**src/rtl/q_window_avg.sv**
```systemverilog
// Q measurement conditioner: drops a settling run after every i_ref change or reset,
// then emits floor-averaged windows of 2**LOG2_N valid samples with a one-cycle ready strobe.
module q_window_avg #(
    parameter int WIDTH  = 10,
    parameter int LOG2_N = 3,
    parameter int SETTLE = 4
) (
    input  logic             clk,
    input  logic             rst,
    input  logic [WIDTH-1:0] i_ref,
    input  logic             sample_valid,
    input  logic [WIDTH-1:0] sample_q,
    output logic [WIDTH-1:0] measured_q,
    output logic             ready,
    output logic             settling
);

    localparam int ACC_W  = WIDTH + LOG2_N;
    localparam int SCNT_W = (SETTLE < 2) ? 1 : $clog2(SETTLE);

    localparam logic [SCNT_W-1:0] SETTLE_LAST = SCNT_W'((SETTLE == 0) ? 0 : SETTLE - 1);
    localparam logic [LOG2_N-1:0] WIN_LAST    = '1;

    typedef enum logic {
        ST_SETTLE = 1'b0,
        ST_ACCUM  = 1'b1
    } state_t;

    state_t             state_q;
    logic [WIDTH-1:0]   i_ref_q;
    logic [SCNT_W-1:0]  settle_cnt_q;
    logic [LOG2_N-1:0]  win_cnt_q;
    logic [ACC_W-1:0]   acc_q;
    logic [WIDTH-1:0]   meas_q;
    logic               ready_q;
    logic               settling_q;

    logic               chg;
    logic [ACC_W-1:0]   sum_d;

    // The window total including the current sample; it fits ACC_W bits by construction.
    assign chg   = (i_ref != i_ref_q);
    assign sum_d = acc_q + ACC_W'(sample_q);

    always_ff @(posedge clk) begin
        i_ref_q <= i_ref;
        ready_q <= 1'b0;
        if (!rst) begin
            state_q      <= ST_SETTLE;
            settle_cnt_q <= '0;
            win_cnt_q    <= '0;
            acc_q        <= '0;
            meas_q       <= '0;
            settling_q   <= 1'b1;
        end else if (chg) begin
            // The sample on the change edge belongs to neither the old nor the new operating point.
            state_q      <= ST_SETTLE;
            settle_cnt_q <= '0;
            win_cnt_q    <= '0;
            acc_q        <= '0;
            settling_q   <= 1'b1;
        end else begin
            case (state_q)
                ST_SETTLE: begin
                    if (SETTLE == 0) begin
                        state_q    <= ST_ACCUM;
                        win_cnt_q  <= '0;
                        acc_q      <= '0;
                        settling_q <= 1'b0;
                    end else if (sample_valid) begin
                        if (settle_cnt_q == SETTLE_LAST) begin
                            state_q      <= ST_ACCUM;
                            settle_cnt_q <= '0;
                            win_cnt_q    <= '0;
                            acc_q        <= '0;
                            settling_q   <= 1'b0;
                        end else begin
                            settle_cnt_q <= settle_cnt_q + 1'b1;
                        end
                    end
                end
                ST_ACCUM: begin
                    if (sample_valid) begin
                        if (win_cnt_q == WIN_LAST) begin
                            meas_q    <= WIDTH'(sum_d >> LOG2_N);
                            ready_q   <= 1'b1;
                            acc_q     <= '0;
                            win_cnt_q <= '0;
                        end else begin
                            acc_q     <= sum_d;
                            win_cnt_q <= win_cnt_q + 1'b1;
                        end
                    end
                end
            endcase
        end
    end

    assign measured_q = meas_q;
    assign ready      = ready_q;
    assign settling   = settling_q;

endmodule

```
**config.mk**
```make
export PLATFORM = sky130hd
export DESIGN_NAME = q_window_avg
export DESIGN_NICKNAME = d
export VERILOG_FILES = /design/src/rtl/q_window_avg.sv
export SDC_FILE = /design/constraint.sdc
export NUM_CORES = 1
export LEC_CHECK = 0
export ABC_AREA = 0
export CORE_UTILIZATION = 56
export DETAILED_ROUTE_END_ITERATION = 10
export PLACE_DENSITY_LB_ADDON = 0.15
export SYNTH_ARGS = -nofsm -noshare
export SYNTH_HDL_FRONTEND = slang
export SYNTH_SLANG_ARGS = --single-unit
```
**constraint.sdc**
```tcl
create_clock -name clk -period 5.4 [get_ports clk]
set_clock_uncertainty 0.05 [all_clocks]
set_input_delay 0.81 -clock clk [delete_from_list [all_inputs] [get_ports clk]]
set_output_delay 0.81 -clock clk [all_outputs]
set_load 0.01 [all_outputs]
```
Word-level counts from Yosys, hierarchy flattened
Index checks and enable logic that the tools add are counted.
W data, S select, Z words.
{"block": "totals", "regBits": 41, "inputBits": 23, "output_inout_bits": 12, "word_cells": 42}
{"block": "classes", "n_addsub": 3, "n_eq_ne": 6, "n_mux": 15, "bitwise_logic": 4, "reduce_logical": 6}
{"operator": "$mux W13", "n": 4}
{"operator": "$pmux W13 S2", "n": 1}
{"operator": "$add A13 B10 Y13", "n": 1}
{"operator": "$mux W3", "n": 4}
{"operator": "$ne A10 B10 Y1", "n": 1}
{"operator": "$ne A2 B2 Y1 const B", "n": 3}
{"operator": "$pmux W3 S2", "n": 1}
{"operator": "$reduce_and A3 Y1", "n": 2}
{"operator": "$mux W1", "n": 4}
{"operator": "$not A1 Y1", "n": 4}
{"operator": "$reduce_and A4 Y1", "n": 1}
{"operator": "$reduce_or A4 Y1", "n": 1}
{"operator": "$add A3 B1 Y3 const B", "n": 1}
{"operator": "$eq A3 B3 Y1 const B", "n": 1}
{"operator": "$add A2 B1 Y2 const B", "n": 1}
{"operator": "$eq A2 B2 Y1 const B", "n": 1}
{"operator": "$mux W2", "n": 1}
{"operator": "$reduce_and A2 Y1", "n": 1}
{"operator": "$reduce_or A2 Y1", "n": 1}

Longest topological paths before layout
{"block": "logic_depth", "word_depth": 4, "depth_mapped": 9, "depth_no_buf": 9}

Least setup slack after synthesis
No wires, ideal clock.
{"block": "synth_timing", "path_kind": "input to register", "from": "input sample_q[4]", "to": "register acc_q[9]", "setup_time_ns": 0.128, "t_arrival_ns": 2.404, "required_time_ns": 5.222, "slack_ns": 2.818, "stages": 7, "n_path_buf": 0, "path_cell_list": "ha_1 -> and2_1 -> a311o_1 -> o211a_1 -> or3_1 -> a32oi_1 -> nor2_1"}
{"block": "synth_between", "elab_chain_len": 4}
{"item": "start: declaration", "line_no": "12", "rtl": "input logic [WIDTH-1:0] sample_q,"}
{"item": "$add A13 B10 Y13", "line_no": "43", "rtl": "assign sum_d = acc_q + ACC_W'(sample_q);"}
{"item": "$mux W13", "line_no": "84", "rtl": "if (win_cnt_q == WIN_LAST) begin"}
{"item": "$mux W13", "line_no": "83", "rtl": "if (sample_valid) begin"}
{"item": "$pmux W13 S2", "line_no": "63", "rtl": "case (state_q)"}
{"item": "end signal: assignment", "line_no": "90", "rtl": "acc_q <= sum_d;"}
{"item": "end: declaration", "line_no": "33", "rtl": "logic [ACC_W-1:0] acc_q;"}
Every way passes these cells. The select of a mux whose other input is x is not followed.
A chain may end at the register's enable or synchronous reset.

Final worst setup path
{"block": "layout_timing", "from": "input sample_q[0]", "to": "register acc_q[8]"}
The elaborated chain is that of the path after synthesis.

==> metrics.yaml <==
synth:
  synthTopCellsByArea: "dfxtp_1 (41%), ha_1 (8.2%), xnor2_1 (7.0%), nor2_1 (5.3%), a21oi_1 (4.5%)"
  synthAdderAreaFrac_pct: 9.19
  ys_seq_elements: 41
  ys_async_sr_fraction_pct: 0
  synth_ff_type: "dfxtp_1"
  yosysTopAreaCell: "dfxtp_1"
  synth_area_per_cell_um2: 8.84
  synth_mux_area_share_pct: 1.01
  synth_top_family_by_area: "simple AND/OR/NAND/NOR gates"
  synth_compound_area_share_pct: 18.3
  synth_cells: 225
  yosysWarningCount: 0
  synthSimpleGateAreaFrac_pct: 19.2
  ys_seq_area_share_pct: 41.3
  synth_common_cells: "dfxtp_1 (41), nor2_1 (28), nand2_1 (20)"
  synth_xor_xnor_area_share_pct: 7.93
  synth.most_common_cell: "dfxtp_1"
  syn-cell-area_mm2: 0.00199
  yosysTopAreaCellShare_pct: 41.3
  synth.net_count: 262
  synth_cell_type_count: 47
  synth_edf_count: 0
status:
  outcome: "finished clean"
cts:
  cts-root-buf: "clkbuf_4"
  hold_buffers: 0
  cts_sinks: 41
  cts.htree.levels: 2
  clk_pin_slew_ns: 0.12
  cts_tree: "yes"
  clock_latency_ns: 0.35
  post-cts-setup-buffer-count: 0
  cts_buffers: 5
  cts_buffer_depth: 2
  cts_resized: 0
global_route:
  grt_antenna_before_repair: 0
  grt_pass1_wl_um: 6260
  grt_max_degree: 22
  gr-total-overflow: 0
  grt_usage_pct: 22.6
  grt_pass1_vias: 1489
finish:
  finish.utilization_pct: 72.2
  final_cells: 306
  areaGrowthSynthToFinish_pct: 22.1
  insertedDiodeCount: 0
  finalNetCount: 296
  drive_gt1_share_pct: 6.15
worst_setup_path:
  reg2reg_to: "acc_q[8]"
  r2r-start: "acc_q[0]"
  cpPeakStageDelay_ns: 0.46
  cp_cell_sequence: "clkdlybuf4s50_1 -> ha_1 -> inv_1 -> fa_1 -> nor2b_1 -> o2111ai_1 -> a31oi_1 -> nor3_1 -> or3_1 -> a21oi_1"
  crit_path_end_kind: "register"
  worstSetupPathType: "in -> reg"
  rr_worst_depth: 9
  worst-path-max-fanout: 3
  cp_data_required_time_ns: 5.63
  critical_path_arrival_ns: 3.09
  regToRegSetupSlack_ns: 3.11
  worstSetupStartpointType: "input pin"
  crit_slowest_cell: "clkdlybuf4s50_1"
timing:
  slew_violations: 0
  fin_ws_ns: 2.54
  fin_crit_ns: 2.86
  finalHoldViolations: 0
  fmax_mhz: 350
  min_period_over_period_pct: 53.0
  rsz0062_at_grt: "no"
  finalSetupTns_ns: 0
  max_slew_margin_pct: 47.4
  tightest_slew_ns: 0.787
  report.final.setup_viol: 0
place:
  io_buffer_count: 34
  dp_hpwl_um: 2850
  dp_cells: 298
  dpl_worst_slack_ns: 2.22
  globalplace.congestion: 0.898
drt:
  routed-wl-met3_um: 172
  wl_met1_um: 1700
  drt-initial-drc-count: 84
  drc: 0
  firstDrtPassIters: 4
  finalWirelength_um: 3800
  topRoutingLayerUsed: "met4"
  via_per_inst: 5.49
  vias: 1680
  wire_per_inst_um: 12.4
  wl_met2_um: 1860
  drtAntennaViolNets: 0
min_path:
  hold_end: "measured_q[0]"
  hp-start: "measured_q[0]"
  whs_path_depth: 2
  hp-class: "reg -> reg"
job:
  cap_violations: 0
die:
  dieArea_mm2: 0.00379
  die_h_um: 61.6
  start_util_pct: 59.1
  core_region_area_mm2: 0.00336
  ios: 35
  row_count: 21
  die_w_um: 61.6
power:
  ir_drop_mv: 0.171
  power.leakage_nw: 0.883
  powerDensity_mw_per_mm2: 212
[how the worst max path moves through the flow]
stage / start / end / slack (ns) / cells past startpoint
after global placement: sample_q[0] / acc_q[8] / 2.25 / 10
final: sample_q[0] / acc_q[8] / 2.54 / 10
after floorplan: sample_q[4] / acc_q[9] / 2.82 / 7
after global routing: sample_q[0] / acc_q[8] / 2.40 / 10
after detailed placement: sample_q[0] / acc_q[8] / 2.22 / 10
after CTS: sample_q[0] / acc_q[8] / 2.57 / 10
[metal layers]
metal	track usage (%)	vias to the layer above
li1	-	862
met1	27.1	772
met2	38.9	39
met3	5.88	7
met4	8.25	0
met5	0	-
[stage by stage]
step	hold slack (ns)	instance area, µm²	power (mW)
after floorplan	0.386	1990	0.335
after global placement	0.391	2360	0.356
after detailed placement	0.392	2360	0.357
after CTS	0.416	2430	0.518
after global routing	0.427	2430	0.536
final	0.412	2430	0.515
[worst max-delay path, delay by kind of cell]
family,cells,cell delay [ns]
buf+inv,2,0.51
fa+ha+maj,2,0.56
compound gates,3,0.55
simple gates,3,0.66
[cell type report]
cell class                      instances  area (µm²)
Inverter                                8        30.0
Clock buffer                            6        51.3
Sequential cell                        41         821
Tap cell                               46        57.6
Clock inverter                          2        13.8
Fill cell                             287         936
Multi-Input combinational cell        168        1110
Timing Repair Buffer                   35         348
[flip-flops by register name (all words and copies together), names as in the netlist]
signal	flops
acc_q	13
i_ref_q	10
measured_q	10
win_cnt_q	3
settle_cnt_q	2
ready	1
settling	1
state_q	1
[layout by cell type, fill, tap and decap left out, drive strengths merged, types with 5 or more instances in the layout]
| cell type | instances |
|---|---|
| clkdlybuf4s50 | 34 |
| nand3 | 10 |
| o21ai | 8 |
| xnor2 | 16 |
| inv | 8 |
| a21oi | 18 |
| nor2 | 28 |
| clkbuf | 6 |
| ha | 13 |
| dfxtp | 41 |
| a22oi | 5 |
| nand2 | 20 |
[power by group]
group	switching, mW	internal, mW	total, mW
sequential	0.00166	0.306	0.308
clock	0.101	0.0636	0.164
combinational	0.0176	0.0251	0.0427
total	0.120	0.395	0.515
[cell families after synthesis]
| family | after synthesis |
|---|---|
| buffers and inverters | 16 |
| and+or+nand+nor | 80 |
| DFF | 41 |
| AOI/OAI and AO/OA | 54 |
| adders and majority gates | 14 |
| xor gates and xnor gates | 18 |
| muxes | 2 |
Power figures use the tool's default switching activity.
